--- src/rtl/q_stream_rx.sv ---
// rtl/q_stream_rx.sv - LSB-first serial-to-word receiver with output FIFO and sticky error flags.
// Optional even-parity frame bit enabled by defining Q_STREAM_RX_PARITY_EN.
module q_stream_rx #(
  parameter int WIDTH = 8,
  parameter int DEPTH = 4
) (
  input  logic                         clk,
  input  logic                         rest,
  input  logic                         bit_in,
  input  logic                         bit_en,
  input  logic                         flush,
  input  logic                         clr_ovf,
  output logic [WIDTH-1:0]             word_data,
  output logic                         word_valid,
  input  logic                         word_ready,
  output logic [$clog2(DEPTH+1)-1:0]   fill_count,
  output logic                         overflow,
  output logic                         parity_err
);

`ifdef Q_STREAM_RX_PARITY_EN
  localparam int FRAME = WIDTH + 1;
`else
  localparam int FRAME = WIDTH;
`endif
  localparam int BW = $clog2(FRAME);
  localparam int PW = $clog2(DEPTH);
  localparam int CW = $clog2(DEPTH + 1);

  logic [BW-1:0]    bcnt;
  logic [WIDTH-1:0] shreg;
  logic [WIDTH-1:0] mem [DEPTH];
  logic [PW-1:0]    wptr;
  logic [PW-1:0]    rptr;
  logic [WIDTH-1:0] word_next;
  logic [WIDTH-1:0] frame_word;
  logic             complete;
  logic             word_good;
  logic             pop;
  logic             push;
  logic             ovf_set;

  // Shifting past WIDTH (the parity position) contributes nothing to the data word.
  assign word_next  = shreg | (WIDTH'(bit_in) << bcnt);
  assign complete   = bit_en && !flush && (bcnt == BW'(FRAME - 1));
  assign word_valid = (fill_count != '0);
  assign word_data  = mem[rptr];
  assign pop        = word_valid && word_ready;

`ifdef Q_STREAM_RX_PARITY_EN
  logic perr_set;

  assign frame_word = shreg;
  assign word_good  = complete && ((^shreg) == bit_in);
  assign perr_set   = complete && ((^shreg) != bit_in);

  always_ff @(posedge clk or negedge rest) begin
    if (!rest) begin
      parity_err <= 1'b0;
    end else begin
      parity_err <= perr_set | (parity_err & ~clr_ovf);
    end
  end
`else
  assign frame_word = word_next;
  assign word_good  = complete;
  assign parity_err = 1'b0;
`endif

  // A pop on the same edge frees the slot, so a full FIFO still takes the word.
  assign push    = word_good && ((fill_count != CW'(DEPTH)) || pop);
  assign ovf_set = word_good && !push;

  always_ff @(posedge clk or negedge rest) begin
    if (!rest) begin
      overflow <= 1'b0;
    end else begin
      overflow <= ovf_set | (overflow & ~clr_ovf);
    end
  end

  always_ff @(posedge clk or negedge rest) begin
    if (!rest) begin
      bcnt       <= '0;
      shreg      <= '0;
      wptr       <= '0;
      rptr       <= '0;
      fill_count <= '0;
      for (int i = 0; i < DEPTH; i++) begin
        mem[i] <= '0;
      end
    end else if (flush) begin
      bcnt       <= '0;
      shreg      <= '0;
      wptr       <= '0;
      rptr       <= '0;
      fill_count <= '0;
    end else begin
      if (bit_en) begin
        if (complete) begin
          bcnt  <= '0;
          shreg <= '0;
        end else begin
          bcnt  <= bcnt + BW'(1);
          shreg <= word_next;
        end
      end
      if (push) begin
        mem[wptr] <= frame_word;
        wptr      <= wptr + PW'(1);
      end
      if (pop) begin
        rptr <= rptr + PW'(1);
      end
      case ({push, pop})
        2'b10:   fill_count <= fill_count + CW'(1);
        2'b01:   fill_count <= fill_count - CW'(1);
        default: fill_count <= fill_count;
      endcase
    end
  end

endmodule

--- config.mk ---
export PLATFORM = sky130hd
export DESIGN_NAME = q_stream_rx
export DESIGN_NICKNAME = d
export VERILOG_FILES = /design/src/rtl/q_stream_rx.sv
export SDC_FILE = /design/constraint.sdc
export NUM_CORES = 1
export LEC_CHECK = 0
export ABC_CLOCK_PERIOD_IN_PS = 2100
export CAP_MARGIN = 40
export CORE_ASPECT_RATIO = 1.5
export CORE_UTILIZATION = 50
export CTS_CLUSTER_SIZE = 8
export DETAILED_ROUTE_END_ITERATION = 16
export PLACE_DENSITY = 0.74
export RECOVER_POWER = 50
export SLEW_MARGIN = 20
export SYNTH_ARGS = -nofsm -noshare
export SYNTH_HDL_FRONTEND = slang
export SYNTH_SLANG_ARGS = --single-unit
--- constraint.sdc ---
create_clock -name clk -period 2.1 [get_ports clk]
set_input_delay 0.42 -clock clk [delete_from_list [all_inputs] [get_ports clk]]
set_output_delay 0.42 -clock clk [all_outputs]
set_load 0.05 [all_outputs]
==> results_dict.tcl, run 1 <==
set metrics [dict create \
    timing.final.max_slew_violations 0 \
    timing.setup.critical_path_class "reg2reg" \
    achievable-frequency_ghz 0.489 \
    core_area_um2 4580 \
    worst_hold_path_type "in2async" \
    power.static_leakage_uw 0.00140 \
    rows 30 \
    overall_overflow_remaining_after_global_route 0 \
    regToRegEndpoint "fill_count[2]$_DFFE_PN0P_" \
    synth-seq-cells 51 \
    minimum_hold_slack_ns 0.447 \
    path_clk_slew_ns 0.08 \
    cts_made_buffers 5 \
    critPathMaxFanout 3 \
    ioPinCount 21 \
    setup_viol_count_final 0 \
    place.port_buffers 19 \
    vdd_ir_drop_max_mv 0.463 \
    die_x_um 58.9 \
    cp-end-kind "flip-flop" \
    worstRegToRegCells 8 \
    dp_hpwl_um 3410 \
    start_util 0.530 \
    relSlewSlack 0.182 \
    postSynthCellCount 179 \
    detail_route.vias_per_cell 5.49 \
    design.final.nets 227 \
    n_fill_cell 361 \
    final_count_of_hold_timing_violations 0 \
    cts-root-buf "sky130_fd_sc_hd__clkbuf_8" \
    crit_chain "ha_1, ha_1, and3b_1, nor2_2, fa_1, nor3_1, a31oi_1, mux2_1" \
    cts-htree-levels 2 \
    detail_route.first_pass.iterations 4 \
    synth-seq-area-share 0.526 \
    clkLatencyLatePin_ns 0.31 \
    timing.rr.start "bcnt[0]$_DFFE_PN0P_" \
    groute.usage.overall 0.205 \
    synthesis.nets 193 \
    antenna_found_initial 0 \
    power_density_nw_per_um2 582 \
    post_synth.cell_area_avg_um2 13.6 \
    drt.antenna.violating_nets 0 \
    totalWireLength_um 4600 \
    final_cells 278 \
    cts.hold.buffers_added 0 \
    required_ns 2.28 \
    design.die.area_um2 5140 \
    finalCoreUtilization 0.622 \
    mapped_area_um2 2430 \
    final.period_utilization 0.975 \
    synth_enable_flop_cells 0 \
    via_count_of_the_first_global_routing_pass 1680 \
    cp.arrival_ns 2.23 \
    mostFrequentLayoutCell "sky130_fd_sc_hd__dfrtp_1" \
    die_y_um 87.3 \
    reg2reg_slack_ns 0.05 \
    mostFrequentLayoutCells "sky130_fd_sc_hd__dfrtp_1 (48), sky130_fd_sc_hd__mux2_2 (32), sky130_fd_sc_hd__buf_4 (21)" \
    timing.final.crit_period_ns 2.05 \
    grt_pass1_wl_um 7670 \
    wl_per_cell_um 16.6 \
    grt_start_max_net_pins 52 \
    place.detailed.instances 269 \
    gp_congestion 0.752 \
    rsz0062_at_grt "true" \
    detail_route.drc_violations 0 \
    total_power_uw 1660 \
    clock-skew-final_ns 0.00887 \
    maxCapViolations 0 \
    area_growth_syn_to_layout_pct 17.3 \
    status "finished, final reports clean" \
    critical-path-top-cell-by-count "sky130_fd_sc_hd__ha_1" \
    drt-initial-drc-count 27 \
    ys_warn_count 0 \
    most_frequently_used_flop_master_after_synthesis "sky130_fd_sc_hd__dfrtp_1" \
    netlist_cell_types 36 \
    critPathLaunchType "flip-flop" \
    worstMarginPinSlew_ns 1.23 \
    preCtsSetupSlack_ns -0.233 \
    critical-path-slowest-cell "sky130_fd_sc_hd__fa_1" \
    async_reset_ff_frac 1.00 \
    dr_total_vias 1525 \
    insertedDiodeCount 0 \
    critical-path-max-stage-delay_ns 0.40 \
    drive_gt1_frac 0.402 \
    clock_tree_from_tritoncts "built" \
    ctsLongestPathBuffers 2 \
    setup_ws_ns 0.0535 \
    clkSinkCount 51 \
]
## sequential cells by signal, indices dropped and copies added (netlist names)
register    count
bcnt            3
overflow        1
mem            32
rptr            2
shreg           8
fill_count      3
wptr            2
## power by group
group          switching, µW  internal [µW]
sequential              4.80            988
combinational           70.1           43.5
clock                    314            235
## routing by layer
layer | track usage | wire length (µm) | up-vias
met4 | 0.0996 | 131 | 0
met5 | 0 | 0 | -
met2 | 0.379 | 2640 | 26
li1 | - | - | 702
met3 | 0.0386 | 107 | 9
met1 | 0.216 | 1730 | 788
## Yosys cell counts, drive strengths merged (2+ instances only)
cell type	instances	area share
buf	5	0.013
inv	5	0.0077
mux2	34	0.16
mux4	8	0.074
nor2b	5	0.013
a31o	4	0.014
nand3	2	0.0041
nor2	17	0.026
xor2	2	0.0072
xnor2	2	0.0072
nor3b	7	0.022
ha	6	0.031
a21oi	2	0.0057
mux2i	4	0.017
dfrtp	51	0.53
nand2	5	0.012
nand2b	4	0.010
a21o	3	0.0093
nor3	2	0.0041
## final cells by class
cell class | count | area [µm²] | area share
Clock buffer | 6 | 72.6 | 0.0255
Clock inverter | 2 | 13.8 | 0.00484
Inverter | 5 | 18.8 | 0.00659
Multi-Input combinational cell | 117 | 1110 | 0.391
Sequential cell | 51 | 1280 | 0.450
Tap cell | 64 | 80.1 | 0.0281
Timing Repair Buffer | 33 | 269 | 0.0945
## critical path: cells and delay by family (launching register included)
family	cells	cell delay, ns
AOI/OAI and AO/OA	1	0.06
and+or+nand+nor	3	0.45
DFF	1	0.36
adders and majority gates	3	0.74
muxes	1	0.32
## worst max path at each step
stage / from / to / slack, ns / cells after the start
6_report: bcnt[0]$_DFFE_PN0P_ / fill_count[2]$_DFFE_PN0P_ / 0.05 / 8
3_3_place_gp: word_ready / mem[31]$_DFFE_PN0P_ / -0.15 / 5
4_1_cts: rptr[0]$_DFFE_PN0P_ / word_data[7] / 0.007 / 3
3_5_place_dp: word_ready / mem[31]$_DFFE_PN0P_ / -0.23 / 5
5_1_grt: bcnt[1]$_DFFE_PN0P_ / fill_count[2]$_DFFE_PN0P_ / -0.03 / 8
2_1_floorplan: fill_count[0]$_DFFE_PN0P_ / fill_count[2]$_DFFE_PN0P_ / 0.02 / 6
## per-stage QoR
step / setup TNS, ns / cell area, µm²
3_5_place_dp: -6.76 / 2750
3_3_place_gp: -4.50 / 2750
6_report: 0 / 2850
5_1_grt: -0.0319 / 2850
4_1_cts: 0 / 2840
2_1_floorplan: 0 / 2440
## logic make-up after synthesis
family / after synthesis / synth area share
flip-flops: 51 / 0.526
multiplexers: 46 / 0.249
AND/OR/NAND/NOR: 46 / 0.105
AO/OA/AOI/OAI: 13 / 0.0428
buffers and inverters: 11 / 0.0222
adder cells (fa/ha/maj): 7 / 0.0392
XOR/XNOR: 4 / 0.0144
other: 1 / 0.00155
## what timing repair did
| item | in CTS | in global routing |
|---|---|---|
| gates resized for setup | 0 | 2 |
| setup endpoints to repair | 0 | 9 |
| buffers inserted | 0 | 1 |
No activity file was read; power rests on OpenSTA's default activity.
==> inputs of run 2 (changes only) <==
--- a/config.mk
+++ b/config.mk
@@ -8,6 +8,7 @@
 export ABC_CLOCK_PERIOD_IN_PS = 2100
 export CAP_MARGIN = 40
 export CORE_ASPECT_RATIO = 1.5
+export CORE_MARGIN = 1
 export CORE_UTILIZATION = 50
 export CTS_CLUSTER_SIZE = 8
 export DETAILED_ROUTE_END_ITERATION = 16
@@ -17,3 +18,4 @@
 export SYNTH_ARGS = -nofsm -noshare
 export SYNTH_HDL_FRONTEND = slang
 export SYNTH_SLANG_ARGS = --single-unit
+export TNS_END_PERCENT = 10
==> constraint.sdc (replaced) <==
create_clock -name clk -period 2.1 [get_ports clk]
set_input_delay 0.21 -clock clk [delete_from_list [all_inputs] [get_ports clk]]
set_output_delay 0.21 -clock clk [all_outputs]
set_load 0.05 [all_outputs]
==> results_dict.tcl, run 2 (synthesis results as in run 1) <==
set metrics [dict create \
    status "finished, final reports clean" \
    power.static_leakage_uw 0.00140 \
    area_growth_syn_to_layout_pct 18.2 \
    groute.layer.met1.usage 0.243 \
    power_density_nw_per_um2 623 \
    final_count_of_hold_timing_violations 0 \
    rsz0062_at_grt "true" \
    critPathMaxFanout 2 \
    achievable-frequency_ghz 0.500 \
    reg.largest.list "mem: 32 flops, shreg: 8 flops" \
    cts-root-buf "sky130_fd_sc_hd__clkbuf_8" \
    clock-skew-final_ns 0.00706 \
    overall_overflow_remaining_after_global_route 0 \
    clock_tree_from_tritoncts "built" \
    worst_hold_path_type "in2reg" \
    use_met2 0.397 \
    top_usage_layer "met2" \
    drt.antenna.violating_nets 0 \
    drt-initial-drc-count 25 \
    final_cells 278 \
    reg2reg_slack_ns 0.10 \
    place.port_buffers 19 \
    grt_pass1_wl_um 8140 \
    antenna_found_initial 0 \
    registers.top_by_ff_count "mem" \
    n_fill_cell 392 \
    via_count_of_the_first_global_routing_pass 1682 \
    timing.final.crit_period_ns 2.00 \
    groute.usage.overall 0.223 \
    clkLatencyLatePin_ns 0.31 \
    core_area_um2 4580 \
    grt_util_met3 0.0386 \
    die_x_um 58.9 \
    insertedDiodeCount 0 \
    timing.final.max_slew_violations 0 \
    start_util 0.530 \
    relSlewSlack 0.499 \
    totalWireLength_um 4880 \
    gp_congestion 0.738 \
    detail_route.vias_per_cell 5.45 \
    clkSinkCount 51 \
    wl_per_cell_um 17.6 \
    timing.setup.critical_path_class "reg2reg" \
    critPathLaunchType "flip-flop" \
    mostFrequentLayoutCell "sky130_fd_sc_hd__dfrtp_1" \
    place.detailed.instances 269 \
    grt_start_max_net_pins 21 \
    design.final.nets 227 \
    ioPinCount 21 \
    cp-end-kind "flip-flop" \
    setup_total_negative_slack_ns 0 \
    dr_total_vias 1516 \
    cp.arrival_ns 2.20 \
    detail_route.drc_violations 0 \
    dp_hpwl_um 3560 \
    ctsLongestPathBuffers 2 \
    cts-htree-levels 2 \
    required_ns 2.30 \
    vdd_ir_drop_max_mv 0.362 \
    setup_viol_count_final 0 \
    maxCapViolations 0 \
    rows 30 \
    worstMarginPinSlew_ns 0.752 \
    path_clk_slew_ns 0.08 \
    design.die.area_um2 5140 \
    drive_gt1_frac 0.388 \
    largest_register_ffs 32 \
    mostFrequentLayoutCells "sky130_fd_sc_hd__dfrtp_1 (47), sky130_fd_sc_hd__mux2_2 (32), sky130_fd_sc_hd__buf_4 (18)" \
    die_y_um 87.3 \
    final.period_utilization 0.952 \
    cts_made_buffers 5 \
    detail_route.first_pass.iterations 4 \
]
[run 2: worst paths after layout]
kind | from | endpoint | depth (start not counted)
worst max-delay path | bcnt[0]$_DFFE_PN0P_ | fill_count[2]$_DFFE_PN0P_ | 8
worst min-delay path | clr_ovf | overflow$_DFF_PN0_ | 2
worst max register to register | bcnt[0]$_DFFE_PN0P_ | fill_count[2]$_DFFE_PN0P_ | 8
worst min register to register | mem[2]$_DFFE_PN0P_ | mem[2]$_DFFE_PN0P_ | 1
max in group asynchronous | rest | fill_count[2]$_DFFE_PN0P_ | 3
min in group asynchronous | rest | shreg[1]$_DFFE_PN0P_ | 2
[run 2: worst max-delay path: stages (launching register included)]
cell and delay [ns]:
sky130_fd_sc_hd__dfrtp_1 0.39, sky130_fd_sc_hd__ha_1 0.20, sky130_fd_sc_hd__ha_1 0.20, sky130_fd_sc_hd__and3b_1 0.20, sky130_fd_sc_hd__nor2_1 0.15, sky130_fd_sc_hd__fa_1 0.23
sky130_fd_sc_hd__nor3_2 0.05, sky130_fd_sc_hd__a31oi_1 0.15, sky130_fd_sc_hd__mux2_1 0.33
[run 2: routing by layer]
metal	share of wire	routed length [µm]	vias up
met5	0	0	-
met4	0.033	161	0
met3	0.025	120	11
met2	0.57	2800	28
met1	0.37	1800	776
li1	-	-	701
[run 2: area by class of cell]
type                       instances  area, µm²  area share
multi-input combinational        117       1110       0.389
clock buffer                       6       72.6      0.0253
clock inverter                     2       37.5      0.0131
sequential                        51       1280       0.447
inverter                           5       18.8     0.00655
tap                               64       80.1      0.0279
timing repair buffer              33        262      0.0912
[run 2: where the power goes]
part / switching, µW / total (µW) / internal (µW)
registers: 4.85 / 993 / 988
logic: 69.5 / 110 / 40.7
clock network: 327 / 682 / 356
total: 401 / 1790 / 1380
[run 2: per-stage QoR]
step / power (µW) / util / setup slack, ns / cell area, µm² / hold WS (ns)
floorplan: 1070 / - / 0.0184 / 2440 / -0.0856
global placement: 1120 / 0.601 / -0.0129 / 2750 / 0.119
detailed placement: 1130 / 0.601 / -0.0700 / 2750 / 0.123
CTS: 1800 / 0.627 / 0.0264 / 2870 / 0.336
global route: 1850 / 0.626 / -0.0214 / 2870 / 0.467
finish: 1790 / 0.626 / 0.100 / 2870 / 0.447
[run 2: timing repair]
action / in CTS / in global routing
hold buffers: 1 / 0
setup endpoints to repair: 1 / 9
endpoints found under the hold margin: 12 / 0
setup buffers: 0 / 0
resized for setup: 1 / 2
==> inputs of run 3 (changes only) <==
--- a/config.mk
+++ b/config.mk
@@ -5,14 +5,15 @@
 export SDC_FILE = /design/constraint.sdc
 export NUM_CORES = 1
 export LEC_CHECK = 0
+export ABC_AREA = 1
 export ABC_CLOCK_PERIOD_IN_PS = 2100
 export CAP_MARGIN = 40
 export CORE_ASPECT_RATIO = 1.5
 export CORE_MARGIN = 1
-export CORE_UTILIZATION = 50
+export CORE_UTILIZATION = 30
 export CTS_CLUSTER_SIZE = 8
 export DETAILED_ROUTE_END_ITERATION = 16
-export PLACE_DENSITY = 0.74
+export PLACE_DENSITY = 0.49
 export RECOVER_POWER = 50
 export SLEW_MARGIN = 20
 export SYNTH_ARGS = -nofsm -noshare
==> results_dict.tcl, run 3 <==
set metrics [dict create \
    clkSinkCount 51 \
    design.final.nets 357 \
    grt_util_met3 0.0260 \
    die_x_um 77.8 \
    mostFrequentLayoutCells "sky130_fd_sc_hd__nand2_1 (89), sky130_fd_sc_hd__dfrtp_1 (49), sky130_fd_sc_hd__o21ai_0 (36)" \
    postSynthCellCount 307 \
    synth_top_cells_by_area "sky130_fd_sc_hd__dfrtp_1 (49%), sky130_fd_sc_hd__nand2_1 (13%), sky130_fd_sc_hd__o21ai_0 (7.0%), sky130_fd_sc_hd__inv_1 (4.9%), sky130_fd_sc_hd__o21ai_2 (4.1%)" \
    final.period_utilization 0.961 \
    drt-initial-drc-count 115 \
    via_count_of_the_first_global_routing_pass 2059 \
    synth_enable_flop_cells 0 \
    ctsLongestPathBuffers 2 \
    area_fraction_of_the_dominant_cell_type_after_synthesis 0.493 \
    grt_start_max_net_pins 22 \
    cts-root-buf "sky130_fd_sc_hd__clkbuf_16" \
    place.port_buffers 19 \
    cell_type_with_the_largest_total_area_after_synthesis "sky130_fd_sc_hd__dfrtp_1" \
    total_power_uw 3180 \
    preCtsSetupSlack_ns 0.0912 \
    timing.final.crit_period_ns 2.02 \
    final_count_of_hold_timing_violations 0 \
    async_reset_ff_frac 1.00 \
    cp.arrival_ns 1.81 \
    clock_tree_from_tritoncts "built" \
    area_growth_syn_to_layout_pct 25.1 \
    netlist_cell_types 27 \
    power_density_nw_per_um2 981 \
    top_usage_layer "met2" \
    drive_gt1_frac 0.186 \
    most_frequently_used_flop_master_after_synthesis "sky130_fd_sc_hd__dfrtp_1" \
    timing.final.max_slew_violations 0 \
    reg.largest.list "mem: 32 flops, shreg: 8 flops" \
    drt.antenna.violating_nets 0 \
    relSlewSlack 0.198 \
    maxCapViolations 0 \
    mapped_area_um2 2590 \
    clkLatencyLatePin_ns 0.29 \
    vdd_ir_drop_max_mv 0.490 \
    groute.usage.overall 0.147 \
    overall_overflow_remaining_after_global_route 0 \
    detail_route.vias_per_cell 4.60 \
    rows 41 \
    synth.cells.most_frequent "sky130_fd_sc_hd__nand2_1 (90), sky130_fd_sc_hd__dfrtp_1 (51), sky130_fd_sc_hd__o21ai_0 (36), sky130_fd_sc_hd__inv_1 (34), sky130_fd_sc_hd__nor2_1 (24)" \
    critPathMaxFanout 5 \
    cp-end-kind "primary output" \
    setup_ws_ns 0.0829 \
    mostFrequentLayoutCell "sky130_fd_sc_hd__nand2_1" \
    antenna_found_initial 0 \
    ys_warn_count 0 \
    clock-skew-final_ns 0.00520 \
    achievable-frequency_ghz 0.496 \
    status "finished, final reports clean" \
    worst_hold_path_type "reg2reg" \
    use_met2 0.272 \
    groute.layer.met1.usage 0.166 \
    die_y_um 116 \
    synth-seq-cells 51 \
    post_synth.cell_area_avg_um2 8.43 \
    cts_made_buffers 5 \
    power.static_leakage_uw 0.00166 \
    cts-htree-levels 2 \
    setup_viol_count_final 0 \
    setup_total_negative_slack_ns 0 \
    largest_register_ffs 32 \
    wl_per_cell_um 13.3 \
    timing.setup.critical_path_class "reg2out" \
    detail_route.drc_violations 0 \
    detail_route.first_pass.iterations 4 \
    path_clk_slew_ns 0.07 \
    required_ns 1.89 \
    critPathLaunchType "flip-flop" \
    dp_hpwl_um 4300 \
    dr_total_vias 2074 \
    design.die.area_um2 9010 \
    gp_congestion 0.864 \
    yosys.cell_count.top_type "sky130_fd_sc_hd__nand2_1" \
    totalWireLength_um 6010 \
    synthesis.nets 321 \
    insertedDiodeCount 0 \
    worstMarginPinSlew_ns 1.20 \
    synth-seq-area-share 0.493 \
    ioPinCount 21 \
    registers.top_by_ff_count "mem" \
    core_area_um2 8410 \
    grt_pass1_wl_um 10000 \
    start_util 0.308 \
]
==> run 3: cell types whose count changed in the layout (fill, tap and decap cells not counted), sizes merged, moves of 8 or more <==
cell   before  now
nand3       2   17
o22ai       0    9
mux4        8    0
nand2       5   98
o21ai       0   48
mux2       34    0
inv         5   36
==> run 3: area by class of cell <==
cell class,instances,area [µm²]
repair buffers,37,392
clock buffers,5,125
multi-input cells,210,1110
well taps,107,134
clock inverters,3,43.8
flip-flops and latches,51,1280
fillers,898,5170
inverters,38,159
==> run 3: critical path: stages, from the launching register on <==
cell	delay [ns]
sky130_fd_sc_hd__dfrtp_1	0.49
sky130_fd_sc_hd__inv_1	0.13
sky130_fd_sc_hd__nand2_4	0.10
sky130_fd_sc_hd__clkdlybuf4s50_1	0.80
==> run 3: metrics by stage <==
| stage | instances | area, µm² | hold slack (ns) | util |
|---|---|---|---|---|
| 4_1_cts | 451 | 3240 | 0.441 | 0.385 |
| 5_1_grt | 451 | 3240 | 0.472 | 0.385 |
| 6_report | 451 | 3240 | 0.477 | 0.385 |
| 3_5_place_dp | 442 | 3060 | 0.222 | 0.364 |
| 3_3_place_gp | 442 | 3060 | 0.215 | 0.364 |
| 2_1_floorplan | 307 | 2610 | -0.0856 | - |
==> run 3: cell families (layout without fill, tap and decap cells) <==
kind of cell             Yosys count  count (layout)  synth area share
AND/OR/NAND/NOR                  139             139             0.234
buffers and inverters             46              83            0.0889
other                              1               1           0.00145
adder cells (fa/ha/maj)            7               7            0.0367
XOR/XNOR                           1               1           0.00338
AO/OA/AOI/OAI                     62              62             0.143
flip-flops                        51              51             0.493
==> run 3: timing repair <==
action,4_1_cts,5_1_grt
setup buffers,0,0
hold buffers,1,0
resized for setup,0,3
setup endpoints to repair,0,3
hold endpoints to repair,19,0
==> run 3: report_power, final <==
part	total (µW)	internal (µW)	switching, µW
Combinational	1160	458	699
Clock	929	562	367
Sequential	1090	1020	69.3
Total	3180	2040	1130
==> run 3: worst paths after layout <==
check / slack [ns] / to / depth (start not counted) / start
setup / recovery: 0.08 / word_valid / 3 / fill_count[2]$_DFFE_PN0P_
hold / removal: 0.48 / mem[14]$_DFFE_PN0P_ / 2 / mem[14]$_DFFE_PN0P_
setup reg to reg: 0.09 / fill_count[2]$_DFFE_PN0P_ / 12 / bcnt[1]$_DFFE_PN0P_
hold reg to reg: 0.48 / mem[14]$_DFFE_PN0P_ / 2 / mem[14]$_DFFE_PN0P_
max in group asynchronous: 0.40 / mem[0]$_DFFE_PN0P_ / 3 / rest
min in group asynchronous: 0.70 / fill_count[0]$_DFFE_PN0P_ / 2 / rest
==> run 3: metal layers <==
metal | share of wire | up-vias | wire length (µm)
met5 | 0 | - | 0
met4 | 0.018 | 0 | 108
met3 | 0.021 | 6 | 126
met2 | 0.51 | 30 | 3090
met1 | 0.45 | 993 | 2680
li1 | - | 1045 | -
